**src/rtl/nn_layer_sequencer.sv**
```systemverilog
// 3-layer binary perceptron on one shared MAC; each neuron costs fan-in+1 cycles (39 busy cycles by default).
// No backpressure: the weight RAM must return data one cycle after wt_rd; start is ignored outside IDLE.
module nn_layer_sequencer #(
  parameter int NUM_IN  = 5,
  parameter int L1      = 3,
  parameter int L2      = 4,
  parameter int L3      = 1,
  parameter int Width   = 8,
  parameter int WADDR_W = 8
) (
  input  logic               clk,
  input  logic               rst,
  input  logic               start,
  input  logic [NUM_IN-1:0]  in,
  output logic [WADDR_W-1:0] wt_addr,
  output logic               wt_rd,
  input  logic [Width-1:0]   wt_data,
  output logic               busy,
  output logic               done,
  output logic [L3-1:0]      out
);
  localparam int B2   = NUM_IN * L1;
  localparam int B3   = B2 + L1 * L2;
  localparam int MAXF = (NUM_IN > L1) ? ((NUM_IN > L2) ? NUM_IN : L2) : ((L1 > L2) ? L1 : L2);
  localparam int MAXN = (L1 > L2) ? ((L1 > L3) ? L1 : L3) : ((L2 > L3) ? L2 : L3);
  localparam int KW   = (MAXF > 1) ? $clog2(MAXF) : 1;
  localparam int NW   = (MAXN > 1) ? $clog2(MAXN) : 1;
  localparam int AW   = Width + 4;

  typedef enum logic [1:0] {IDLE, FETCH, LAST, DONE} state_t;
  state_t state, state_nx;

  logic [1:0]         layer;
  logic [NW-1:0]      n;
  logic [KW-1:0]      k;
  logic [NUM_IN-1:0]  in_q;
  logic [L1-1:0]      buf1;
  logic [L2-1:0]      buf2;
  logic [L3-1:0]      buf3;
  logic [L3-1:0]      buf3_nx;
  logic [AW-1:0]      acc;
  logic [AW-1:0]      term;
  logic [AW-1:0]      acc_sum;
  logic               pend;
  logic               bit_val;
  logic               last_k;
  logic               last_n;
  logic [WADDR_W-1:0] base;
  logic [WADDR_W-1:0] fan;
  logic [KW-1:0]      fan_m1;
  logic [NW-1:0]      cnt_m1;
  logic [MAXF-1:0]    vec;

  // Per-layer geometry and input vector
  always_comb begin
    base   = '0;
    fan    = WADDR_W'(NUM_IN);
    fan_m1 = KW'(NUM_IN - 1);
    cnt_m1 = NW'(L1 - 1);
    vec    = MAXF'(in_q);
    case (layer)
      2'd1: begin
        base   = WADDR_W'(B2);
        fan    = WADDR_W'(L1);
        fan_m1 = KW'(L1 - 1);
        cnt_m1 = NW'(L2 - 1);
        vec    = MAXF'(buf1);
      end
      2'd2: begin
        base   = WADDR_W'(B3);
        fan    = WADDR_W'(L2);
        fan_m1 = KW'(L2 - 1);
        cnt_m1 = NW'(L3 - 1);
        vec    = MAXF'(buf2);
      end
      default: ;
    endcase
  end

  // pend marks that the datum arriving this cycle belongs to an active input bit
  assign term    = pend ? {{(AW - Width){wt_data[Width-1]}}, wt_data} : '0;
  assign acc_sum = acc + term;
  assign bit_val = !acc_sum[AW-1] && (acc_sum != '0);
  assign last_k  = (k == fan_m1);
  assign last_n  = (n == cnt_m1);

  always_comb begin
    buf3_nx = buf3;
    for (int i = 0; i < L3; i++) begin
      if (n == NW'(i)) buf3_nx[i] = bit_val;
    end
  end

  always_ff @(posedge clk) begin
    if (rst) state <= IDLE;
    else     state <= state_nx;
  end

  always_comb begin
    state_nx = state;
    wt_rd    = 1'b0;
    wt_addr  = '0;
    busy     = 1'b0;
    done     = 1'b0;
    case (state)
      IDLE: if (start) state_nx = FETCH;
      FETCH: begin
        wt_rd   = 1'b1;
        busy    = 1'b1;
        wt_addr = base + WADDR_W'(n) * fan + WADDR_W'(k);
        if (last_k) state_nx = LAST;
      end
      LAST: begin
        busy = 1'b1;
        if (last_n && layer == 2'd2) state_nx = DONE;
        else                         state_nx = FETCH;
      end
      DONE: begin
        done     = 1'b1;
        state_nx = IDLE;
      end
      default: state_nx = IDLE;
    endcase
  end

  always_ff @(posedge clk) begin
    if (rst) begin
      layer <= '0;
      n     <= '0;
      k     <= '0;
      in_q  <= '0;
      buf1  <= '0;
      buf2  <= '0;
      buf3  <= '0;
      acc   <= '0;
      pend  <= 1'b0;
      out   <= '0;
    end else begin
      pend <= (state == FETCH) && vec[k];
      case (state)
        IDLE: if (start) begin
          in_q  <= in;
          acc   <= '0;
          layer <= '0;
          n     <= '0;
          k     <= '0;
          buf1  <= '0;
          buf2  <= '0;
          buf3  <= '0;
        end
        FETCH: begin
          acc <= acc_sum;
          if (!last_k) k <= k + 1'b1;
        end
        LAST: begin
          acc <= '0;
          k   <= '0;
          for (int i = 0; i < L1; i++) if (layer == 2'd0 && n == NW'(i)) buf1[i] <= bit_val;
          for (int i = 0; i < L2; i++) if (layer == 2'd1 && n == NW'(i)) buf2[i] <= bit_val;
          if (layer == 2'd2) buf3 <= buf3_nx;
          if (last_n) begin
            n <= '0;
            if (layer != 2'd2) layer <= layer + 2'd1;
            // out changes together with the done pulse that follows
            else               out   <= buf3_nx;
          end else begin
            n <= n + 1'b1;
          end
        end
        default: ;
      endcase
    end
  end

endmodule
```
**config.mk**
```make
export PLATFORM = sky130hd
export DESIGN_NAME = nn_layer_sequencer
export DESIGN_NICKNAME = d
export VERILOG_FILES = /design/src/rtl/nn_layer_sequencer.sv
export SDC_FILE = /design/constraint.sdc
export NUM_CORES = 1
export LEC_CHECK = 0
export BUFFER_PORTS_ARGS = -buffer_cell sky130_fd_sc_hd__buf_2
export CAP_MARGIN = 20
export CELL_PAD_IN_SITES_DETAIL_PLACEMENT = 0
export CELL_PAD_IN_SITES_GLOBAL_PLACEMENT = 1
export CORE_ASPECT_RATIO = 0.7
export CORE_MARGIN = 2
export CORE_UTILIZATION = 44
export CTS_CLUSTER_SIZE = 25
export DETAILED_ROUTE_END_ITERATION = 8
export PLACE_DENSITY = 0.83
export REMOVE_ABC_BUFFERS = 1
export SYNTH_ARGS = -nofsm -noshare
export SYNTH_HDL_FRONTEND = slang
export SYNTH_SLANG_ARGS = --single-unit
```
**constraint.sdc**
```tcl
create_clock -name clk -period 4.6 [get_ports clk]
set_clock_uncertainty 0.15 [all_clocks]
set_input_delay 0.46 -clock clk [delete_from_list [all_inputs] [get_ports clk]]
set_output_delay 0.46 -clock clk [all_outputs]
set_load 0.01 [all_outputs]
```
==> results of run 1 <==
stage by stage:
| step | worst slack (ns) | utilization | cell area, um^2 |
|---|---|---|---|
| 3_5_place_dp | 0.725 | 0.484 | 3020 |
| 3_3_place_gp | 0.797 | 0.484 | 3020 |
| 2_1_floorplan | 0.831 | - | 2790 |
| 5_1_grt | 0.177 | 0.500 | 3120 |
| 6_report | 0.410 | 0.500 | 3120 |
| 4_1_cts | 0.389 | 0.500 | 3120 |
synth_stat cells, types with 3 or more instances:
cell	n
nor2_1	40
dfxtp_1	36
a21oi_1	35
nand2_1	34
ha_1	32
inv_1	29
nand3_1	16
clkbuf_1	14
and2_1	10
nor3_1	10
a21o_1	9
nand4_1	9
a22oi_1	8
o21ai_0	8
xnor2_1	7
fa_1	6
o32ai_1	6
nor2b_1	4
xor2_1	4
a2111oi_0	3
a211oi_1	3
a31oi_1	3
and3_1	3
o2111ai_1	3
o21ai_1	3
o22ai_1	3
final cells by class:
type	instances	area, um^2	share of cell area
repair buffers	27	138	0.0441
flip-flops and latches	36	721	0.231
inverters	31	116	0.0373
multi-input cells	285	1950	0.626
well taps	78	97.6	0.0313
clock buffers	7	96.3	0.0309
cells by family (layout without fill, tap and decap cells):
group,Yosys count,in the layout,synth area share
buffers and inverters,48,65,0.0644
DFF,36,36,0.252
adders and majority gates,38,38,0.182
other,1,1,0.00131
xor gates and xnor gates,12,12,0.0416
AOI/OAI and AO/OA,99,99,0.233
muxes,1,1,0.00350
and+or+nand+nor,134,134,0.221
worst max-delay path, cell delays in order, from the launching register on:
cell	delay [ns]
dfxtp_1	0.33
inv_1	0.10
ha_1	0.46
nor2_1	0.12
fa_1	0.50
inv_1	0.05
fa_1	0.58
inv_1	0.06
ha_1	0.28
a21o_1	0.16
a21oi_1	0.19
nor2b_1	0.08
nor3_1	0.20
buf_2	0.17
registers in the layout (all words and copies together), names as in the netlist:
name,cells
buf2,4
buf1,3
k,3
layer,2
n,2
state,2
buf3,1
pend,1
out,1
in_q,5
acc,12
per-layer routing:
metal	global-route usage	wire [um]	vias to the layer above
met5	0	0	-
met2	0.271	2660	65
met4	0.0426	49	0
met3	0.0400	353	6
met1	0.318	3860	1222
li1	-	-	1342
power by group:
| group | leakage [nW] | internal [mW] | switching, mW |
|---|---|---|---|
| clock network | 0.0503 | 0.134 | 0.116 |
| registers | 0.291 | 0.321 | 0.0121 |
| logic | 1.03 | 0.0593 | 0.122 |
| total | 1.37 | 0.514 | 0.249 |
worst max path at each step:
| stage | start | to | cells past startpoint | slack [ns] |
|---|---|---|---|---|
| finish | layer[1] | wt_addr[4] | 13 | 0.41 |
| global route | layer[1] | wt_addr[4] | 13 | 0.18 |
| CTS | layer[1] | wt_addr[4] | 13 | 0.39 |
| detailed placement | layer[1] | wt_addr[4] | 13 | 0.72 |
| global placement | layer[0] | wt_addr[5] | 17 | 0.80 |
| floorplan | layer[0] | wt_addr[5] | 16 | 0.83 |
==> run summary, run 1 <==
=================================================================================
Status .............................................................    completed
Number of H-tree levels ............................................            2
Largest vdd supply drop ............................................     0.142 mV
Number of cells traversed by the worst hold path ...................            3
Yosys top cell area share ..........................................        0.252
Reg2reg setup slack ................................................      1.01 ns
Number of standard cells after synthesis ...........................          369
Maximum clock frequency ............................................      239 MHz
Clock root buffer ..................................................     clkbuf_8
Crit share post-route ..............................................        0.911
TritonCTS clock tree ...............................................        built
First drt pass iteration count .....................................            4
Unrepaired setup endpoints after global routing ....................           no
Drc violations .....................................................            0
Cell count of the worst reg-to-reg path ............................           11
Total Die Area .....................................................    7160 um^2
Placer's final routability congestion estimate .....................        0.805
Number of max-cap violations .......................................            0
Number of global-route vias before repair ..........................         2297
Post-CTS setup buffer count ........................................            0
Post-Place Cells ...................................................          457
Average wire length per cell after detail routing ..................      14.9 um
Number of antenna violations at the first check in global routing ..            0
Dominant cell type by area after synthesis .........................      dfxtp_1
Number of buffers created by CTS ...................................            5
Worst EP required ..................................................      3.99 ns
Number of pins exceeding their max-slew limit in the final report ..            0
R2r startpoint .....................................................         pend
Most common cell after layout, fill and taps aside .................       nor2_1
Highest fanout seen on the critical path ...........................           13
Diode count ........................................................            0
Leakage power ......................................................      1.37 nW
Fill count .........................................................          637
Worst min-delay path endpoint ......................................      in_q[1]
Relative slew slack ................................................        0.535
Clock latency of the later-clocked register in the worst-skew pair .      0.29 ns
Cell area after synthesis ..........................................    2860 um^2
Post-synth top flop ................................................      dfxtp_1
Async set-reset flop share out of synthesis ........................            0
Chip Height ........................................................      71.4 um
Top Ports ..........................................................           28
Fraction of layout instances using a drive strength above 1 ........        0.104
Number of synthesized flops with an enable pin .....................            0
Die extent in x ....................................................       100 um
Final ANT Viol Nets ................................................            0
Pwr dens ...........................................................  245 nW/um^2
Count of yosys warnings during synthesis ...........................            0
Final-layout worst hold slack ......................................     0.268 ns
Detailed-route via count ...........................................         2635
Commonest cells after routing, fill and taps aside ................. nor2_1 (40), dfxtp_1 (36), a21oi_1 (35)
Endpoint of the most critical register-to-register path ............      buf1[1]
Total negative slack for setup checks ..............................         0 ns
WS Path Type .......................................................      reg2out
Final Non-Filler Cells .............................................          464
Worst min-delay path category ......................................       in2reg
Worst hold start ...................................................        in[1]
Crit path time final ...............................................      4.19 ns
Area growth, synth to finish .......................................        9.24%
Unique masters post-synth ..........................................           52
CP startpoint kind .................................................         flop
Number of buffers between clock root and the deepest sink ..........            2
Buffers added on ports .............................................           26
Maximum number of pins on one net before global-route repair .......           38
Violation count after the first detailed-routing iteration .........          196
Post-synthesis average cell area ...................................    7.74 um^2
Starting utilization of the core area ..............................        0.457
Number of core rows ................................................           24
Aggregate global-route resource usage ..............................        0.199
Half-perimeter wire length of the detailed placement result ........      5210 um
Overall power after layout .........................................       763 uW
Core region area ...................................................    6250 um^2
Actual slew at the worst max-slew pin ..............................     0.698 ns
Final number of hold-violating endpoints ...........................            0
Clock sink count ...................................................           36
Critical path capture point type ...................................  output port
Ranking of synthesized cells by area ............................... dfxtp_1 (25%), ha_1 (14%), a21oi_1 (6.1%)
Vias per inst ......................................................         5.68
Routed wire length .................................................      6920 um
Clock transition at the registers of the reported paths ............      0.07 ns
Final setup fails ..................................................            0
Hold-fix buffers at CTS ............................................            0
Post-layout net count ..............................................          440
Count of cells resized by post-cts repair ..........................            0
Post-synthesis sequential area ratio ...............................        0.252
Total congestion overflow ..........................................            0
Critical path data arrival time ....................................      3.58 ns
Synthesized flop and latch total ...................................           36
Wire length of the first global-routing pass .......................     11300 um
=================================================================================
Power figures use the tool's default switching activity.
==> run 2, diff against run 1 <==
--- a/config.mk
+++ b/config.mk
@@ -11,10 +11,11 @@
 export CELL_PAD_IN_SITES_GLOBAL_PLACEMENT = 1
 export CORE_ASPECT_RATIO = 0.7
 export CORE_MARGIN = 2
-export CORE_UTILIZATION = 44
+export CORE_UTILIZATION = 45
+export CTS_BUF_LIST = sky130_fd_sc_hd__clkbuf_8
 export CTS_CLUSTER_SIZE = 25
 export DETAILED_ROUTE_END_ITERATION = 8
-export PLACE_DENSITY = 0.83
+export PLACE_DENSITY = 0.84
 export REMOVE_ABC_BUFFERS = 1
 export SYNTH_ARGS = -nofsm -noshare
 export SYNTH_HDL_FRONTEND = slang
==> run 2 against run 1 <==
  * Utilization grew 0.67 points
  * Die area fell by 2.1%
  * Count of clock-buffer cells in the layout is 2 lower
  * Register-to-register slack worse by 0.03 ns
  * Wire length is 1.3% higher
  * Maximum frequency grew 1.0%
  * Via count decreased by 1.4%
  * Highest routed layer unchanged
  * Non-clock buffer count is the same
  * Sequential power hardly changed
  * First-iteration DRC count is 15% lower
==> run summary, run 2 (synthesized netlist as in run 1, its figures left out) <==
=================================================================================
First drt pass iteration count .....................................            5   +1
Number of global-route vias before repair ..........................         2329   +1.4%
Core region area ...................................................    6190 um^2   -0.96%
Hold-fix buffers at CTS ............................................            0   unchanged
Total negative slack for setup checks ..............................         0 ns   unchanged
Final non-filler cell area .........................................    3130 um^2   +0.36%
Internal Pwr Total .................................................       539 uW   +5.0%
Endpoint of the most critical register-to-register path ............      buf2[0]
Starting utilization of the core area ..............................        0.462   +0.00444
Post-Place Cells ...................................................          457   unchanged
Final setup fails ..................................................            0   unchanged
Final number of hold-violating endpoints ...........................            0   unchanged
Aggregate global-route resource usage ..............................        0.205   +0.00610
Clock sink count ...................................................           36   unchanged
WS Path Type .......................................................      reg2out
Commonest cells after routing, fill and taps aside ................. nor2_1 (40), dfxtp_1 (36), a21oi_1 (35)
Final Non-Filler Cells .............................................          465   +0.22%
Worst min-delay path category ......................................       in2reg
Violation count after the first detailed-routing iteration .........          166   -15%
Fill count .........................................................          610   -4.2%
Pwr dens ...........................................................  252 nW/um^2   +3.0%
Net switching power ................................................       250 uW   +0.13%
Number of antenna violations at the first check in global routing ..            0   unchanged
Buffers added on ports .............................................           26   unchanged
Reg2reg setup slack ................................................      0.98 ns   -0.03 ns
Crit share post-route ..............................................        0.902   -0.00908
Actual slew at the worst max-slew pin ..............................     0.706 ns   +0.00880 ns
Clock Power Share ..................................................        0.347   +0.020
Count of cells resized by post-cts repair ..........................            0   unchanged
Launch point of the worst path .....................................     layer[0]
Clock latency of the later-clocked register in the worst-skew pair .      0.29 ns   about the same
Post-layout worst setup margin .....................................     0.452 ns   +0.0418 ns
Average wire length per cell after detail routing ..................      15.1 um   +1.0%
Worst EP required ..................................................      3.99 ns   about the same
Max reg flops ......................................................           12   unchanged
Wire length of the first global-routing pass .......................     11600 um   +2.7%
Crit path top cell by count ........................................        inv_1
Diode count ........................................................            0   unchanged
Maximum number of pins on one net before global-route repair .......           38   unchanged
Number of cells on the critical path ...............................           17   +4
Top Ports ..........................................................           28   unchanged
TritonCTS clock tree ...............................................        built
DP Worst Slack .....................................................     0.749 ns   +0.0250 ns
Number of core rows ................................................           24   unchanged
Leakage power ......................................................      1.38 nW   +0.66%
Drc violations .....................................................            0   unchanged
Cell count of the worst reg-to-reg path ............................           11   unchanged
Sw Ratio ...........................................................        0.316   -0.0103
Fraction of layout instances using a drive strength above 1 ........        0.103   -0.000268
Top flop regs ...................................................... acc (12), in_q (5), buf2 (4)
Worst-path cell chain .............................................. inv_1 -> ha_1 -> inv_1 -> ha_1 -> inv_1 -> fa_1 -> fa_1 -> inv_1 -> ha_1 -> inv_1 -> fa_1 -> inv_1 -> a21o_1 -> a21oi_1 -> xor2_1 -> nor2_1 -> buf_2
Number of pins exceeding their max-slew limit in the final report ..            0   unchanged
Number of H-tree levels ............................................            2   unchanged
Post-layout net count ..............................................          440   unchanged
Largest vdd supply drop ............................................     0.185 mV   +30%
Register with the most flip-flops ..................................          acc
Number of buffers created by CTS ...................................            5   unchanged
Most common cell after layout, fill and taps aside .................       nor2_1
Gate family responsible for the most delay along the worst path ....  adder cells
Highest fanout seen on the critical path ...........................            3   -10
Total Die Area .....................................................    7010 um^2   -2.1%
Detailed-route via count ...........................................         2598   -1.4%
Die extent in x ....................................................      99.2 um   -1.1%
Total congestion overflow ..........................................            0   unchanged
Worst stage delay on the critical path .............................      0.55 ns   -0.03 ns
Combinational power share ..........................................        0.231   -0.006
Routed wire length .................................................      7010 um   +1.3%
Clock transition at the registers of the reported paths ............      0.07 ns   about the same
Number of max-cap violations .......................................            0   unchanged
Slowest cell on the critical path ..................................         fa_1
Status .............................................................    completed
Vias per inst ......................................................         5.59   -1.6%
Placer's final routability congestion estimate .....................        0.812   +0.97%
Placed standard-cell area ..........................................    3020 um^2   unchanged
Crit path time final ...............................................      4.15 ns   -0.0418 ns
CP startpoint kind .................................................         flop
Final Util .........................................................        0.506   +0.00667
Clock root buffer ..................................................     clkbuf_8
Half-perimeter wire length of the detailed placement result ........      5240 um   +0.57%
Reg power frac .....................................................        0.422   -0.014
Area growth, synth to finish .......................................        9.64%
Final ANT Viol Nets ................................................            0   unchanged
Critical path data arrival time ....................................      3.54 ns   -0.04 ns
Unrepaired setup endpoints after global routing ....................           no
Worst Setup EP .....................................................   wt_addr[5]
Chip Height ........................................................      70.7 um   -1.1%
Number of buffer and inverter stages on the critical path ..........            7   +3
Relative slew slack ................................................        0.529   -0.00587
Number of buffers between clock root and the deepest sink ..........            2   unchanged
Maximum clock frequency ............................................      241 MHz   +1.0%
Post-CTS setup buffer count ........................................            0   unchanged
Critical path capture point type ...................................  output port
R2r startpoint .....................................................         pend
=================================================================================
## run 2: routing by layer
metal	vias up	share of wire	global-route usage
li1	1337	-	-
met1	1182	0.56	0.336
met2	75	0.38	0.277
met3	4	0.057	0.0405
met4	0	0.0036	0.0274
met5	-	0	0
## run 2: metrics by stage
step	hold slack (ns)	total power [mW]
final	0.267	0.789
after global routing	0.288	0.829
after CTS	0.266	0.792
after detailed placement	0.307	0.520
after global placement	0.299	0.518
after floorplan	0.280	0.461
## run 2: worst reg2reg max path: cells and delay by family (launching register included)
| family | cells | cell delay [ns] |
|---|---|---|
| adders and majority gates | 2 | 0.63 |
| AOI/OAI and AO/OA | 6 | 1.43 |
| and+or+nand+nor | 2 | 0.73 |
| DFF | 1 | 0.39 |
| xor gates and xnor gates | 1 | 0.17 |
## run 2: power by group through the flow
stage / Combinational (mW) / Clock [mW] / Sequential, mW
after floorplan: 0.125 / 0 / 0.336
after global placement: 0.179 / 0 / 0.339
after detailed placement: 0.180 / 0 / 0.340
after CTS: 0.182 / 0.278 / 0.333
after global routing: 0.206 / 0.288 / 0.335
final: 0.182 / 0.274 / 0.333
## run 2: final cells by class
class                   instances  area [um^2]  area share
well taps                      78         97.6      0.0312
clock inverters                 3         38.8      0.0124
repair buffers                 27          138      0.0439
inverters                      31          116      0.0372
clock buffers                   5         68.8      0.0220
flip-flops and latches         36          721       0.230
multi-input cells             285         1950       0.623
## run 2: how the worst min path moves through the flow
stage,start,to,slack (ns),cells past startpoint
6_report,in[1],in_q[1],0.27,3
3_3_place_gp,acc[2],acc[2],0.30,2
5_1_grt,in[0],in_q[0],0.29,3
3_5_place_dp,acc[2],acc[2],0.31,2
2_1_floorplan,acc[0],acc[0],0.28,2
4_1_cts,in[1],in_q[1],0.27,3
==> run 3, diff against run 2 <==
--- a/config.mk
+++ b/config.mk
@@ -6,15 +6,14 @@
 export NUM_CORES = 1
 export LEC_CHECK = 0
 export BUFFER_PORTS_ARGS = -buffer_cell sky130_fd_sc_hd__buf_2
-export CAP_MARGIN = 20
 export CELL_PAD_IN_SITES_DETAIL_PLACEMENT = 0
 export CELL_PAD_IN_SITES_GLOBAL_PLACEMENT = 1
-export CORE_ASPECT_RATIO = 0.7
 export CORE_MARGIN = 2
 export CORE_UTILIZATION = 45
 export CTS_BUF_LIST = sky130_fd_sc_hd__clkbuf_8
 export CTS_CLUSTER_SIZE = 25
 export DETAILED_ROUTE_END_ITERATION = 8
+export HOLD_SLACK_MARGIN = 0.03
 export PLACE_DENSITY = 0.84
 export REMOVE_ABC_BUFFERS = 1
 export SYNTH_ARGS = -nofsm -noshare
==> run 3 against run 2 <==
  * Worst hold slack got worse by 0.0044 ns
  * Combinational power about the same
  * Final cell count shrank 0.65%
  * Count of clock-buffer cells in the layout unchanged
  * Utilization fell by 1.0 points
  * Highest routed layer unchanged
==> run summary, run 3 (synthesized netlist as in run 1, its figures left out) <==
=================================================================================
Total negative slack for setup checks ..............................         0 ns   unchanged
Leakage power ......................................................      1.36 nW   -1.5%
Detailed-route via count ...........................................         2615   +0.65%
Max reg flops ......................................................           12   unchanged
Most common cell after layout, fill and taps aside .................       nor2_1
Number of buffers created by CTS ...................................            5   unchanged
Worst min-delay path category ......................................       in2reg
Starting utilization of the core area ..............................        0.458   -0.00407
Fill count .........................................................          676   +11%
Placer's final routability congestion estimate .....................        0.822   +1.2%
Combinational power share ..........................................        0.247   +0.016
Status .............................................................    completed
Gate family responsible for the most delay along the worst path ....  adder cells
Final ANT Viol Nets ................................................            0   unchanged
Aggregate global-route resource usage ..............................        0.199   -0.00597
Crit path top cell by count ........................................        inv_1
Sequential cell area ...............................................     721 um^2   unchanged
Crit share post-route ..............................................        0.926   +0.0239
Top Ports ..........................................................           28   unchanged
Clock Power Share ..................................................        0.294   -0.053
Chip Height ........................................................      83.7 um   +18%
Number of buffers between clock root and the deepest sink ..........            2   unchanged
Vias per inst ......................................................         5.66   +1.3%
Area used by multi-input combinational logic .......................    1950 um^2   +0.13%
Worst-path cell chain .............................................. inv_1 -> ha_2 -> inv_1 -> ha_1 -> inv_1 -> fa_1 -> fa_1 -> inv_1 -> ha_1 -> inv_1 -> fa_1 -> inv_1 -> a21o_1 -> a21oi_1 -> xor2_1 -> nor2_1 -> buf_2
Diode count ........................................................            0   unchanged
Number of H-tree levels ............................................            2   unchanged
Final setup fails ..................................................            0   unchanged
First drt pass iteration count .....................................            4   -1
Register with the most flip-flops ..................................          acc
Die extent in x ....................................................      83.7 um   -16%
TritonCTS clock tree ...............................................        built
Pwr dens ...........................................................  234 nW/um^2   -7.1%
Core region area ...................................................    6240 um^2   +0.89%
Number of buffer and inverter stages on the critical path ..........            7   unchanged
Average wire length per cell after detail routing ..................      14.6 um   -2.9%
Largest vdd supply drop ............................................     0.121 mV   -34%
Top flop regs ...................................................... acc (12), in_q (5), buf2 (4)
Number of antenna violations at the first check in global routing ..            0   unchanged
Fraction of layout instances using a drive strength above 1 ........        0.101   -0.00206
Internal Pwr Total .................................................       481 uW   -11%
Count of cells resized by post-cts repair ..........................            0   unchanged
Commonest cells after routing, fill and taps aside ................. nor2_1 (40), dfxtp_1 (36), a21oi_1 (35)
Half-perimeter wire length of the detailed placement result ........      4990 um   -4.7%
Number of core rows ................................................           29   +21%
CP startpoint kind .................................................         flop
Wire length of the first global-routing pass .......................     11500 um   -1.0%
Net switching power ................................................       244 uW   -2.4%
Actual slew at the worst max-slew pin ..............................     0.708 ns   +0.00118 ns
Sw Ratio ...........................................................        0.336   +0.0198
Clock transition at the registers of the reported paths ............      0.07 ns   about the same
Violation count after the first detailed-routing iteration .........           99   -40%
Area growth, synth to finish .......................................        8.37%
Unrepaired setup endpoints after global routing ....................           no
Number of global-route vias before repair ..........................         2520   +8.2%
Critical path data arrival time ....................................      3.65 ns   +0.11 ns
Maximum number of pins on one net before global-route repair .......           38   unchanged
Clock latency of the later-clocked register in the worst-skew pair .      0.29 ns   about the same
Worst EP required ..................................................      3.99 ns   about the same
Number of pins exceeding their max-slew limit in the final report ..            0   unchanged
Reg power frac .....................................................        0.459   +0.037
Clock root buffer ..................................................     clkbuf_8
Maximum clock frequency ............................................      235 MHz   -2.6%
Final number of hold-violating endpoints ...........................            0   unchanged
Crit path time final ...............................................      4.26 ns   +0.110 ns
Drc violations .....................................................            0   unchanged
Post-CTS setup buffer count ........................................            0   unchanged
Slowest cell on the critical path ..................................         fa_1
Highest fanout seen on the critical path ...........................           11   +8
Worst stage delay on the critical path .............................      0.54 ns   about the same
Relative slew slack ................................................        0.528   -0.000790
Final-layout worst hold slack ......................................     0.262 ns   -0.00440 ns
Critical path capture point type ...................................  output port
Number of max-cap violations .......................................            0   unchanged
Clock sink count ...................................................           36   unchanged
Hold-fix buffers at CTS ............................................            0   unchanged
WS Path Type .......................................................      reg2out
Routed wire length .................................................      6760 um   -3.5%
Total Die Area .....................................................    7000 um^2   -0.15%
Post-layout net count ..............................................          439   -0.23%
Buffers added on ports .............................................           26   unchanged
Total congestion overflow ..........................................            0   unchanged
=================================================================================
## run 3: changes by cell type in the layout (fill, tap and decap cells not counted), sizes merged
cell,before,now
buf,27,26
bufinv,1,0
## run 3: power groups by stage
stage,logic (mW),clock network (mW),registers (mW)
global route,0.201,0.234,0.334
floorplan,0.125,0,0.336
detailed placement,0.178,0,0.340
CTS,0.180,0.218,0.333
global placement,0.177,0,0.340
finish,0.179,0.213,0.333
## run 3: final cells by class
class / instances / area share
Clock inverter: 2 / 0.00283
Clock buffer: 5 / 0.0222
Timing Repair Buffer: 26 / 0.0420
Inverter: 31 / 0.0376
Sequential cell: 36 / 0.233
Tap cell: 77 / 0.0311
Multi-Input combinational cell: 285 / 0.631
## run 3: per-layer routing
metal	track usage	share of wire	vias to the layer above
li1	-	-	1342
met3	0.0317	0.023	11
met4	0.0674	0.020	0
met2	0.347	0.48	32
met1	0.248	0.47	1230
met5	0	0	-
## run 3: per-stage QoR
step | cell area, um^2 | setup slack [ns] | cells | power (mW) | utilization
2_1_floorplan | 2790 | 0.831 | 352 | 0.461 | -
3_3_place_gp | 3020 | 0.622 | 455 | 0.517 | 0.483
3_5_place_dp | 3020 | 0.516 | 455 | 0.518 | 0.483
4_1_cts | 3090 | 0.199 | 462 | 0.730 | 0.496
5_1_grt | 3100 | 0.110 | 462 | 0.769 | 0.496
6_report | 3100 | 0.342 | 462 | 0.725 | 0.496
## run 3: tightest hold or removal path, delay by kind of cell
kind                   cells  cell delay, ns
buffers and inverters      1            0.10
AND/OR/NAND/NOR            1            0.05
AO/OA/AOI/OAI              1            0.05
## run 3: final timing paths
check | startpoint | endpoint | slack, ns | cells after the start
worst max register to register | pend | buf2[0] | 0.93 | 11
worst max-delay path | layer[0] | wt_addr[5] | 0.34 | 17
worst min register to register | acc[0] | acc[0] | 0.31 | 2
worst min-delay path | in[1] | in_q[1] | 0.26 | 3
